[src/rtl/difficulty_select_ctrl_pkg.sv]
// Shared difficulty encodings, menu FSM states and 50 MHz timing defaults.
// Pure declarations: no latency and no flow control.
package difficulty_select_ctrl_pkg;

  localparam logic [1:0] DIFF_EASY = 2'b00;
  localparam logic [1:0] DIFF_HARD = 2'b01;
  localparam logic [1:0] DIFF_HELL = 2'b10;

  typedef enum logic [1:0] {
    SELECT = 2'b00,
    FLASH  = 2'b01,
    LOCKED = 2'b10
  } state_e;

  localparam int DEF_DEBOUNCE_CYCLES = 50000;
  localparam int DEF_BLINK_HALF      = 12500000;
  localparam int DEF_FLASH_COUNT     = 3;

  // Unknown codes fall back to EASY so the 11 encoding can never persist.
  function automatic logic [1:0] diff_next(input logic [1:0] d);
    case (d)
      DIFF_EASY: diff_next = DIFF_HARD;
      DIFF_HARD: diff_next = DIFF_HELL;
      default:   diff_next = DIFF_EASY;
    endcase
  endfunction

  function automatic logic [1:0] diff_prev(input logic [1:0] d);
    case (d)
      DIFF_EASY: diff_prev = DIFF_HELL;
      DIFF_HELL: diff_prev = DIFF_HARD;
      default:   diff_prev = DIFF_EASY;
    endcase
  endfunction

  function automatic int flash_half(input int blink_half);
    flash_half = (blink_half / 4 < 1) ? 1 : blink_half / 4;
  endfunction

  function automatic int cnt_width(input int max_count);
    cnt_width = (max_count > 1) ? $clog2(max_count) : 1;
  endfunction

endpackage

[src/rtl/difficulty_select_ctrl_btn_debounce.sv]
// Push-button synchroniser and debouncer with a one-cycle rising-edge press pulse.
// Press lands 2 sync cycles + DEBOUNCE_CYCLES after a clean edge; no backpressure.
module btn_debounce
  import difficulty_select_ctrl_pkg::*;
#(
  parameter int DEBOUNCE_CYCLES = DEF_DEBOUNCE_CYCLES
) (
  input  logic clk,
  input  logic reset,
  input  logic btn,
  output logic press
);

  localparam int CW = cnt_width(DEBOUNCE_CYCLES);
  localparam logic [CW-1:0] CNT_LAST = CW'(DEBOUNCE_CYCLES - 1);

  logic          sync1;
  logic          sync2;
  logic          level;
  logic [CW-1:0] cnt;

  // The count only runs while the synchronised level disagrees with the
  // accepted one, so any bounce back to the old level restarts it.
  always_ff @(posedge clk) begin
    if (reset) begin
      sync1 <= 1'b0;
      sync2 <= 1'b0;
      level <= 1'b0;
      cnt   <= '0;
      press <= 1'b0;
    end else begin
      sync1 <= btn;
      sync2 <= sync1;
      press <= 1'b0;
      if (sync2 == level) begin
        cnt <= '0;
      end else if (cnt == CNT_LAST) begin
        cnt   <= '0;
        level <= sync2;
        press <= sync2;
      end else begin
        cnt <= cnt + 1'b1;
      end
    end
  end

endmodule

[src/rtl/difficulty_select_ctrl.sv]
// Difficulty menu: debounced step/confirm buttons, blinking selection, confirm flash, lock and start pulse.
// Outputs registered one clock after the internal event; buttons are dropped outside SELECT.
module difficulty_select_ctrl
  import difficulty_select_ctrl_pkg::*;
#(
  parameter int DEBOUNCE_CYCLES = DEF_DEBOUNCE_CYCLES,
  parameter int BLINK_HALF      = DEF_BLINK_HALF,
  parameter int FLASH_COUNT     = DEF_FLASH_COUNT
) (
  input  logic       clk,
  input  logic       reset,
  input  logic       btn_next,
  input  logic       btn_prev,
  input  logic       btn_confirm,
  input  logic       game_over,
  output logic [1:0] difficulty,
  output logic       display_on,
  output logic       diff_locked,
  output logic       game_start
);

  localparam int FLASH_HALF = flash_half(BLINK_HALF);
  localparam int TW         = cnt_width(BLINK_HALF);
  localparam int SW         = cnt_width(2 * FLASH_COUNT);

  localparam logic [TW-1:0] BLINK_LAST = TW'(BLINK_HALF - 1);
  localparam logic [TW-1:0] FLASH_LAST = TW'(FLASH_HALF - 1);
  localparam logic [SW-1:0] SEG_LAST   = SW'(2 * FLASH_COUNT - 1);

  logic next_evt;
  logic prev_evt;
  logic confirm_evt;

  btn_debounce #(.DEBOUNCE_CYCLES(DEBOUNCE_CYCLES)) u_db_next (
    .clk   (clk),
    .reset (reset),
    .btn   (btn_next),
    .press (next_evt)
  );

  btn_debounce #(.DEBOUNCE_CYCLES(DEBOUNCE_CYCLES)) u_db_prev (
    .clk   (clk),
    .reset (reset),
    .btn   (btn_prev),
    .press (prev_evt)
  );

  btn_debounce #(.DEBOUNCE_CYCLES(DEBOUNCE_CYCLES)) u_db_confirm (
    .clk   (clk),
    .reset (reset),
    .btn   (btn_confirm),
    .press (confirm_evt)
  );

  state_e        state;
  logic [TW-1:0] timer;
  logic [SW-1:0] seg;

  always_ff @(posedge clk) begin
    if (reset) begin
      state       <= SELECT;
      timer       <= '0;
      seg         <= '0;
      difficulty  <= DIFF_EASY;
      display_on  <= 1'b1;
      diff_locked <= 1'b0;
      game_start  <= 1'b0;
    end else begin
      game_start <= 1'b0;
      case (state)
        SELECT: begin
          if (confirm_evt) begin
            state      <= FLASH;
            timer      <= '0;
            seg        <= '0;
            display_on <= 1'b0;
          end else if (next_evt != prev_evt) begin
            difficulty <= next_evt ? diff_next(difficulty) : diff_prev(difficulty);
            timer      <= '0;
            display_on <= 1'b1;
          end else if (timer == BLINK_LAST) begin
            timer      <= '0;
            display_on <= ~display_on;
          end else begin
            timer <= timer + 1'b1;
          end
        end

        // Entry already made the first toggle (1->0); each segment boundary
        // toggles again, and the final boundary hands over to LOCKED lit.
        FLASH: begin
          if (timer == FLASH_LAST) begin
            timer <= '0;
            if (seg == SEG_LAST) begin
              state       <= LOCKED;
              display_on  <= 1'b1;
              diff_locked <= 1'b1;
              game_start  <= 1'b1;
            end else begin
              seg        <= seg + 1'b1;
              display_on <= ~display_on;
            end
          end else begin
            timer <= timer + 1'b1;
          end
        end

        LOCKED: begin
          display_on <= 1'b1;
          if (game_over) begin
            state       <= SELECT;
            timer       <= '0;
            diff_locked <= 1'b0;
          end
        end

        default: begin
          state       <= SELECT;
          timer       <= '0;
          display_on  <= 1'b1;
          diff_locked <= 1'b0;
        end
      endcase
    end
  end

endmodule

[config.mk]
export PLATFORM = sky130hd
export DESIGN_NAME = difficulty_select_ctrl
export DESIGN_NICKNAME = d
export VERILOG_FILES = /design/src/rtl/difficulty_select_ctrl_pkg.sv /design/src/rtl/difficulty_select_ctrl_btn_debounce.sv /design/src/rtl/difficulty_select_ctrl.sv
export SDC_FILE = /design/constraint.sdc
export NUM_CORES = 1
export LEC_CHECK = 0
export CORE_UTILIZATION = 35
export DETAILED_ROUTE_END_ITERATION = 7
export PLACE_DENSITY = 0.54
export SYNTH_ARGS = -nofsm -noshare
export SYNTH_HDL_FRONTEND = slang
export SYNTH_SLANG_ARGS = --single-unit
[constraint.sdc]
create_clock -name clk -period 5 [get_ports clk]
set_clock_uncertainty 0.05 [all_clocks]
set_input_delay 0.75 -clock clk [delete_from_list [all_inputs] [get_ports clk]]
set_output_delay 0.75 -clock clk [all_outputs]
set_load 0.02 [all_outputs]
## Word level (Yosys, flattened, before mapping)

Cells that the tools add are included.

| cells by class | value |
|---|---|
| $add $sub $neg | 5 |
| equal/unequal tests | 20 |
| multiplexer cells | 29 |
| bitwise gates (word level) | 11 |
| reduce and logical (&&, ||, !) cells | 18 |

Operators by type and width:

| cell | count |
|---|---|
| $mux W24 | 5 |
| $pmux W24 S3 | 1 |
| $add A16 B1 Y16 const B | 3 |
| $eq A16 B16 Y1 const B | 3 |
| $add A24 B1 Y24 const B | 1 |
| $eq A24 B22 Y1 const B | 1 |
| $eq A24 B24 Y1 const B | 1 |
| $reduce_or A3 Y1 | 7 |
| $reduce_and A4 Y1 | 3 |
| $not A1 Y1 | 11 |
| $mux W2 | 5 |
| $mux W1 | 9 |
| $mux W3 | 3 |
| $ne A2 B2 Y1 const B | 4 |
| $pmux W2 S2 | 2 |
| $reduce_and A2 Y1 | 4 |
| $pmux W2 S3 | 1 |
| $pmux W3 S2 | 1 |
| $eq A2 B1 Y1 const B | 2 |
| $eq A2 B2 Y1 const B | 2 |
| $logic_not A2 Y1 | 2 |
| $ne A4 B3 Y1 const B | 1 |
| $add A3 B1 Y3 const B | 1 |
| $eq A1 B1 Y1 | 3 |
| 7 further kinds | 7 |

| word-level totals | value |
|---|---|
| register bits | 94 |
| input port bits | 6 |
| output and inout port bits | 5 |
| logic and storage cells | 105 |

## Longest topological paths before layout

| logic depth | value |
|---|---|
| word-level depth | 5 |
| depth in mapped cells | 8 |
| mapped depth without buffers | 6 |

## Modules after synthesis

A second synthesis with hierarchy kept.

| unflattened totals | value |
|---|---|
| cell total of the unflattened synthesis | 566 |
| area total of the unflattened synthesis | 5,069.9 um^2 |

By module, submodules not included:

| module | times used | cells an instance | area each (um^2) | seq. area each (um^2) |
|---|---|---|---|---|
| btn_debounce | 3 | 98 | 985.9 | 400.4 |
| difficulty_select_ctrl | 1 | 272 | 2,112.0 | 680.7 |

## Least setup slack after synthesis

No wires, ideal clock.

| timing | value |
|---|---|
| path type | reg2reg |
| start | reg timer[0] |
| end | reg seg[2] |
| library setup time | 0.086 ns |
| data arrival time | 1.762 ns |
| required time | 4.864 ns |
| path slack | 3.103 ns |
| stages on the path, launching flop included | 7 |
| buffers on the path | 0 |
| clock period less this slack | 1.897 ns |
| cells stage by stage | dfxtp_1 ha_1 and4b_1 and4_1 a31oi_2 or4_1 a211oi_1 |

| on the way | value |
|---|---|
| longest elaborated chain between the ends | 3 |

RTL lines:

| item | RTL line | source |
|---|---|---|
| start: declaration | difficulty_select_ctrl.sv:56 | `logic [TW-1:0] timer;` |
| start signal: assignment | difficulty_select_ctrl.sv:85 | `timer <= timer + 1'b1;` |
| start signal: assignment | difficulty_select_ctrl.sv:104 | `timer <= timer + 1'b1;` |
| $eq A24 B22 Y1 | difficulty_select_ctrl.sv:92 | `if (timer == FLASH_LAST) begin` |
| $ne A2 B2 Y1 (no source line) | n/a |  |
| $reduce_and A4 Y1 (no source line) | n/a |  |
| end signal: assignment | difficulty_select_ctrl.sv:100 | `seg <= seg + 1'b1;` |
| end: declaration | difficulty_select_ctrl.sv:57 | `logic [SW-1:0] seg;` |

No other way between the ends.
A chain may end at the register's enable or synchronous reset.

## Worst setup path in the final report

| timing | value |
|---|---|
| start | reg timer[0] |
| end | reg display_on |

| on the way | value |
|---|---|
| longest elaborated chain between the ends | 3 |
| elaborated cells on any way between the ends | 5 |
| those cells by class | 4 x eq/ne; 1 x reduce/logical |

RTL lines:

| item | RTL line | source |
|---|---|---|
| $eq A24 B24 Y1 / $eq A24 B22 Y1 (equally long branches) | difficulty_select_ctrl.sv:81, difficulty_select_ctrl.sv:92 |  |
| $ne A4 B3 Y1 (no source line) / $ne A2 B2 Y1 (equally long branches) | n/a |  |
| $reduce_and A2 Y1 (no source line) (*) | n/a |  |
| end signal: assignment | difficulty_select_ctrl.sv:83 | `display_on <= ~display_on;` |
| end signal: assignment | difficulty_select_ctrl.sv:101 | `display_on <= ~display_on;` |
| end: declaration | difficulty_select_ctrl.sv:17 | `output logic display_on,` |

Every way passes the cells marked *; elsewhere a longest branch is shown, timed or not.

==> report_table.html <==
<table>
<tr><th>Metric</th><th>Value</th></tr>
<tr><th colspan="2">Routing</th></tr>
<tr><td>Iter 0 DRT Violations</td><td>197</td></tr>
<tr><td>Average wire length per cell after detail routing</td><td>12.9 um</td></tr>
<tr><td>Vias</td><td>3668</td></tr>
<tr><td>Post-route antenna net violation count</td><td>0</td></tr>
<tr><td>Post-route DRC</td><td>0</td></tr>
<tr><td>Number of vias per cell</td><td>5.22</td></tr>
<tr><td>First-pass iteration count of the detailed router</td><td>4</td></tr>
<tr><td>DRT Wirelength</td><td>9090 um</td></tr>
<tr><th colspan="2">STA</th></tr>
<tr><td>Crit path time final</td><td>2.37 ns</td></tr>
<tr><td>Count of final hold-check violations</td><td>0</td></tr>
<tr><td>Worst Max-Slew Pin Slew</td><td>1.08 ns</td></tr>
<tr><td>Setup repair after global routing missed its margin</td><td>false</td></tr>
<tr><td>Hold slack</td><td>0.396 ns</td></tr>
<tr><td>Highest clock rate</td><td>421 MHz</td></tr>
<tr><td>Number of endpoints failing setup at the final stage</td><td>0</td></tr>
<tr><td>Total negative slack</td><td>0 ns</td></tr>
<tr><td>Final cycle utilization of the critical path</td><td>47.5%</td></tr>
<tr><td>Max-slew headroom at the worst pin</td><td>~28%</td></tr>
<tr><td>Pins over their slew limit</td><td>0</td></tr>
<tr><th colspan="2">Yosys</th></tr>
<tr><td>Area share of the leading cell type in the synthesized netlist</td><td>42.3%</td></tr>
<tr><td>Share of synthesized area spent on multiplexers</td><td>0.675%</td></tr>
<tr><td>Number of synthesized register bits</td><td>94</td></tr>
<tr><td>Synth Area in Simple Gates</td><td>31.1%</td></tr>
<tr><td>Leading register cell type out of synthesis</td><td>sky130_fd_sc_hd__dfxtp_1</td></tr>
<tr><td>Post-Synth Adder-Cell Area</td><td>1.69%</td></tr>
<tr><td>Portion of the post-synthesis area used by sequential elements</td><td>42.3%</td></tr>
<tr><td>Area of the mapped netlist</td><td>0.00445 mm2</td></tr>
<tr><td>Library cells used by synthesis</td><td>49</td></tr>
<tr><td>Synth Area in Compound Gates</td><td>11.7%</td></tr>
<tr><td>Count of flip-flops with a built-in enable after synthesis</td><td>0</td></tr>
<tr><td>Dominant combinational cell family by area after synthesis</td><td>simple AND/OR/NAND/NOR gates</td></tr>
<tr><td>Post-Syn Instances</td><td>roughly 530</td></tr>
<tr><td>Net count after synthesis</td><td>approximately 550</td></tr>
<tr><td>Average footprint of a synthesized cell</td><td>8.34 um2</td></tr>
<tr><td>Fraction of synthesis flops using an asynchronous set or reset pin</td><td>0%</td></tr>
<tr><td>Number of warnings printed during yosys synthesis</td><td>0</td></tr>
<tr><td>Top post-synthesis cells by area</td><td>sky130_fd_sc_hd__dfxtp_1 42%, sky130_fd_sc_hd__nor2_1 6.3%, sky130_fd_sc_hd__xor2_1 5.5%, sky130_fd_sc_hd__xnor2_1 3.7%, sky130_fd_sc_hd__nand2_1 3.7%</td></tr>
<tr><td>Leading area contributor after synthesis</td><td>sky130_fd_sc_hd__dfxtp_1</td></tr>
<tr><td>Post-synthesis xor/xnor area fraction</td><td>9.26%</td></tr>
<tr><th colspan="2">Place</th></tr>
<tr><td>Final Wtd Congestion</td><td>0.772</td></tr>
<tr><td>HPWL reported at the end of detailed placement</td><td>around 6000 um</td></tr>
<tr><td>Total of buffers placed on input and output ports</td><td>10</td></tr>
<tr><td>Post-placement cell count</td><td>687</td></tr>
<tr><th colspan="2">Power and ir drop</th></tr>
<tr><td>Leakage power</td><td>1.61 nW</td></tr>
<tr><td>Power density over the cells</td><td>298 mW/mm2</td></tr>
<tr><td>Worst-case vdd ir drop</td><td>0.170 mV</td></tr>
<tr><th colspan="2">Setup path</th></tr>
<tr><td>Worst r2r path cells</td><td>6</td></tr>
<tr><td>Data arrival at the endpoint of the critical path</td><td>roughly 2.5 ns</td></tr>
<tr><td>Element type at the critical path start</td><td>flip-flop</td></tr>
<tr><td>Required @ worst endpoint</td><td>5.13 ns</td></tr>
<tr><td>Capturing element type of the critical path</td><td>flip-flop</td></tr>
<tr><td>Critical path class</td><td>reg -&gt; reg</td></tr>
<tr><td>Reg2Reg Setup Slack</td><td>2.63 ns</td></tr>
<tr><td>Reg2Reg Launch Point</td><td>timer[0]$_SDFFE_PP0P_</td></tr>
<tr><td>Max FO, Critical Path</td><td>30</td></tr>
<tr><td>Reg2reg end</td><td>display_on$_SDFFE_PP1P_</td></tr>
<tr><th colspan="2">Min path</th></tr>
<tr><td>Hold Path Depth</td><td>1</td></tr>
<tr><td>Path class of the lowest-slack min-delay path</td><td>reg -&gt; reg</td></tr>
<tr><td>Critical hold path startpoint</td><td>u_db_confirm.cnt[0]$_SDFF_PP0_</td></tr>
<tr><td>Hold Path End</td><td>u_db_confirm.cnt[0]$_SDFF_PP0_</td></tr>
<tr><th colspan="2">Final layout</th></tr>
<tr><td># nets final</td><td>~540</td></tr>
<tr><td>Antenna Diode Count</td><td>0</td></tr>
<tr><td>Non-filler instance count after layout</td><td>703</td></tr>
<tr><td>Area growth syn-to-layout</td><td>11.8%</td></tr>
<tr><td>Proportion of layout cells with a drive suffix above 1</td><td>under 10%</td></tr>
<tr><td>Post-Route Utilization</td><td>about two fifths</td></tr>
<tr><th colspan="2">Die</th></tr>
<tr><td>Row count</td><td>40</td></tr>
<tr><td>Vertical die dimension</td><td>115 um</td></tr>
<tr><td>Number of I/O pins</td><td>11</td></tr>
<tr><td>Die width</td><td>between 100 and 150 um</td></tr>
<tr><td>Area of the die</td><td>around 0.013 mm2</td></tr>
<tr><td>Initial Utilization</td><td>36.4%</td></tr>
<tr><td>Core area</td><td>approximately 0.012 mm2</td></tr>
<tr><th colspan="2">Global route</th></tr>
<tr><td>Antenna violations before repair</td><td>0</td></tr>
<tr><td>GRT Util Overall</td><td>15.2%</td></tr>
<tr><td>Maximum number of pins on one net before global-route repair</td><td>48</td></tr>
<tr><td>Overflow left after global routing</td><td>0</td></tr>
<tr><td>Wire length of the first global-routing pass</td><td>approximately 16000 um</td></tr>
<tr><td>Vias in the first global route</td><td>3388</td></tr>
<tr><th colspan="2">Run</th></tr>
<tr><td>Maximum Capacitance Violations</td><td>0</td></tr>
<tr><th colspan="2">Clocking</th></tr>
<tr><td>Post-CTS setup repair buffer count</td><td>0</td></tr>
<tr><td>Hold-fix buffer count after cts</td><td>0</td></tr>
<tr><td>Worst-path clk slew</td><td>approximately 0.07 ns</td></tr>
<tr><td>Clock latency of the later-clocked register in the worst-skew pair</td><td>0.35 ns</td></tr>
<tr><td>Clk Tree Root Cell</td><td>sky130_fd_sc_hd__clkbuf_16</td></tr>
<tr><td>TritonCTS clock tree</td><td>yes</td></tr>
<tr><td>Cells resized by post-CTS repair</td><td>0</td></tr>
<tr><td>CTS Buf Count</td><td>9</td></tr>
<tr><td>H-tree levels</td><td>3</td></tr>
<tr><td>Maximum count of clock buffers along a single path</td><td>2</td></tr>
<tr><td>Clock tree sinks</td><td>94</td></tr>
<tr><th colspan="2">Status</th></tr>
<tr><td>Status</td><td>finished clean</td></tr>
</table>
-- cell families (layout without fill, tap and decap cells) --
kind of cell,count (synthesis),after routing
fa+ha+maj,6,6
xor+xnor,47,47
flops,94,94
mux,3,3
simple gates,263,263
compound gates,83,83
buf+inv,37,39
-- synthesized netlist by cell type (4+ instances only) --
library cell,number
sky130_fd_sc_hd__a31oi_1,7
sky130_fd_sc_hd__dfxtp_1,94
sky130_fd_sc_hd__and4_1,12
sky130_fd_sc_hd__and3_1,12
sky130_fd_sc_hd__inv_1,11
sky130_fd_sc_hd__nor3b_1,4
sky130_fd_sc_hd__nor2b_1,14
sky130_fd_sc_hd__nor2_1,75
sky130_fd_sc_hd__nand2_1,44
sky130_fd_sc_hd__o22ai_1,17
sky130_fd_sc_hd__nand3_1,26
sky130_fd_sc_hd__clkbuf_1,19
sky130_fd_sc_hd__a21oi_1,27
sky130_fd_sc_hd__nor4b_1,4
sky130_fd_sc_hd__nor4_1,6
sky130_fd_sc_hd__xor2_1,28
sky130_fd_sc_hd__nor3_1,14
sky130_fd_sc_hd__o21a_1,6
sky130_fd_sc_hd__ha_1,6
sky130_fd_sc_hd__xnor2_1,19
sky130_fd_sc_hd__buf_2,4
sky130_fd_sc_hd__nand4_1,23
sky130_fd_sc_hd__o21ai_0,9
sky130_fd_sc_hd__and2_1,8
-- where the power goes --
part	internal [mW]	total [mW]	switching, mW
Combinational	0.00825	0.0212	0.0130
Sequential	0.753	0.758	0.00407
Clock	0.404	0.703	0.299
Total	1.17	1.48	0.316
-- routing by layer --
metal	GRT usage (%)	vias to the layer above	wire [um]	part of all wire (%)
met5	0	-	0	0
met4	8.83	0	178	2.0
met3	3.39	10	205	2.3
met2	23.9	47	4150	46
met1	19.2	1726	4560	50
li1	-	1885	-	-
-- worst max-delay path, stage by stage, from the launching register on --
cell and delay, ns:
sky130_fd_sc_hd__dfxtp_1 0.39, sky130_fd_sc_hd__ha_1 0.24, sky130_fd_sc_hd__and4_1 0.33, sky130_fd_sc_hd__nand3b_1 0.10, sky130_fd_sc_hd__o21a_1 0.57, sky130_fd_sc_hd__o21ai_0 0.35
sky130_fd_sc_hd__o311ai_0 0.17
-- state kept, by name, indices dropped and copies added (netlist names) --
register / cells
diff_locked: 1
difficulty: 2
display_on: 1
game_start: 1
seg: 3
state: 2
timer: 24
u_db_confirm.cnt: 16
u_db_confirm.level: 1
u_db_confirm.press: 1
u_db_confirm.sync1: 1
u_db_confirm.sync2: 1
u_db_next.cnt: 16
u_db_next.level: 1
u_db_next.press: 1
u_db_next.sync1: 1
u_db_next.sync2: 1
u_db_prev.cnt: 16
u_db_prev.level: 1
u_db_prev.press: 1
u_db_prev.sync1: 1
u_db_prev.sync2: 1
-- worst max-delay path by stage --
stage,cells past startpoint,to,start
2_1_floorplan,6,seg[2]$_SDFFE_PP0P_,timer[0]$_SDFFE_PP0P_
3_3_place_gp,4,u_db_confirm.cnt[6]$_SDFF_PP0_,reset
3_5_place_dp,4,u_db_confirm.cnt[8]$_SDFF_PP0_,reset
4_1_cts,6,timer[23]$_SDFFE_PP0P_,timer[0]$_SDFFE_PP0P_
5_1_grt,6,timer[15]$_SDFFE_PP0P_,timer[0]$_SDFFE_PP0P_
6_report,6,display_on$_SDFFE_PP1P_,timer[0]$_SDFFE_PP0P_
-- metrics by stage --
step / area, um2 / total power [mW] / worst slack (ns)
after global placement: 4660 / 0.796 / 2.59
after floorplan: 4450 / 0.789 / 3.10
after global routing: 4970 / 1.54 / 2.44
after CTS: 4970 / 1.51 / 2.64
after detailed placement: 4660 / 0.797 / 2.50
final: 4970 / 1.48 / 2.63
-- cells in the final DEF (no fill, tap or decap), types with 3 or more instances in the layout --
master / count
sky130_fd_sc_hd__a21oi_1: 27
sky130_fd_sc_hd__o21a_1: 6
sky130_fd_sc_hd__nor2b_1: 14
sky130_fd_sc_hd__a211oi_1: 3
sky130_fd_sc_hd__or3_1: 3
sky130_fd_sc_hd__o21ai_0: 9
sky130_fd_sc_hd__o22ai_1: 17
sky130_fd_sc_hd__nand4b_1: 3
sky130_fd_sc_hd__xnor2_1: 19
sky130_fd_sc_hd__and4_1: 12
sky130_fd_sc_hd__nand2_1: 44
sky130_fd_sc_hd__or4_1: 3
sky130_fd_sc_hd__clkbuf_16: 9
sky130_fd_sc_hd__dfxtp_1: 94
sky130_fd_sc_hd__ha_1: 6
sky130_fd_sc_hd__and3_1: 12
sky130_fd_sc_hd__nor3b_1: 3
sky130_fd_sc_hd__nor3_1: 14
sky130_fd_sc_hd__nand3_1: 26
sky130_fd_sc_hd__nor2_1: 75
sky130_fd_sc_hd__nor4_1: 6
sky130_fd_sc_hd__a31oi_1: 7
sky130_fd_sc_hd__nand4_1: 23
sky130_fd_sc_hd__inv_1: 11
sky130_fd_sc_hd__nor4b_1: 4
sky130_fd_sc_hd__nand2b_1: 3
sky130_fd_sc_hd__clkdlybuf4s50_1: 9
sky130_fd_sc_hd__xor2_1: 28
sky130_fd_sc_hd__mux2i_1: 3
sky130_fd_sc_hd__and2_1: 8
-- cell type report --
cell class | instances | area, um2
fillers | 1245 | 7240
clock inverters | 6 | 67.6
multi-input cells | 402 | 2420
repair buffers | 12 | 110
inverters | 11 | 41.3
flip-flops and latches | 94 | 1880
clock buffers | 10 | 239
well taps | 168 | 210
(Power assumes the default switching activity.)
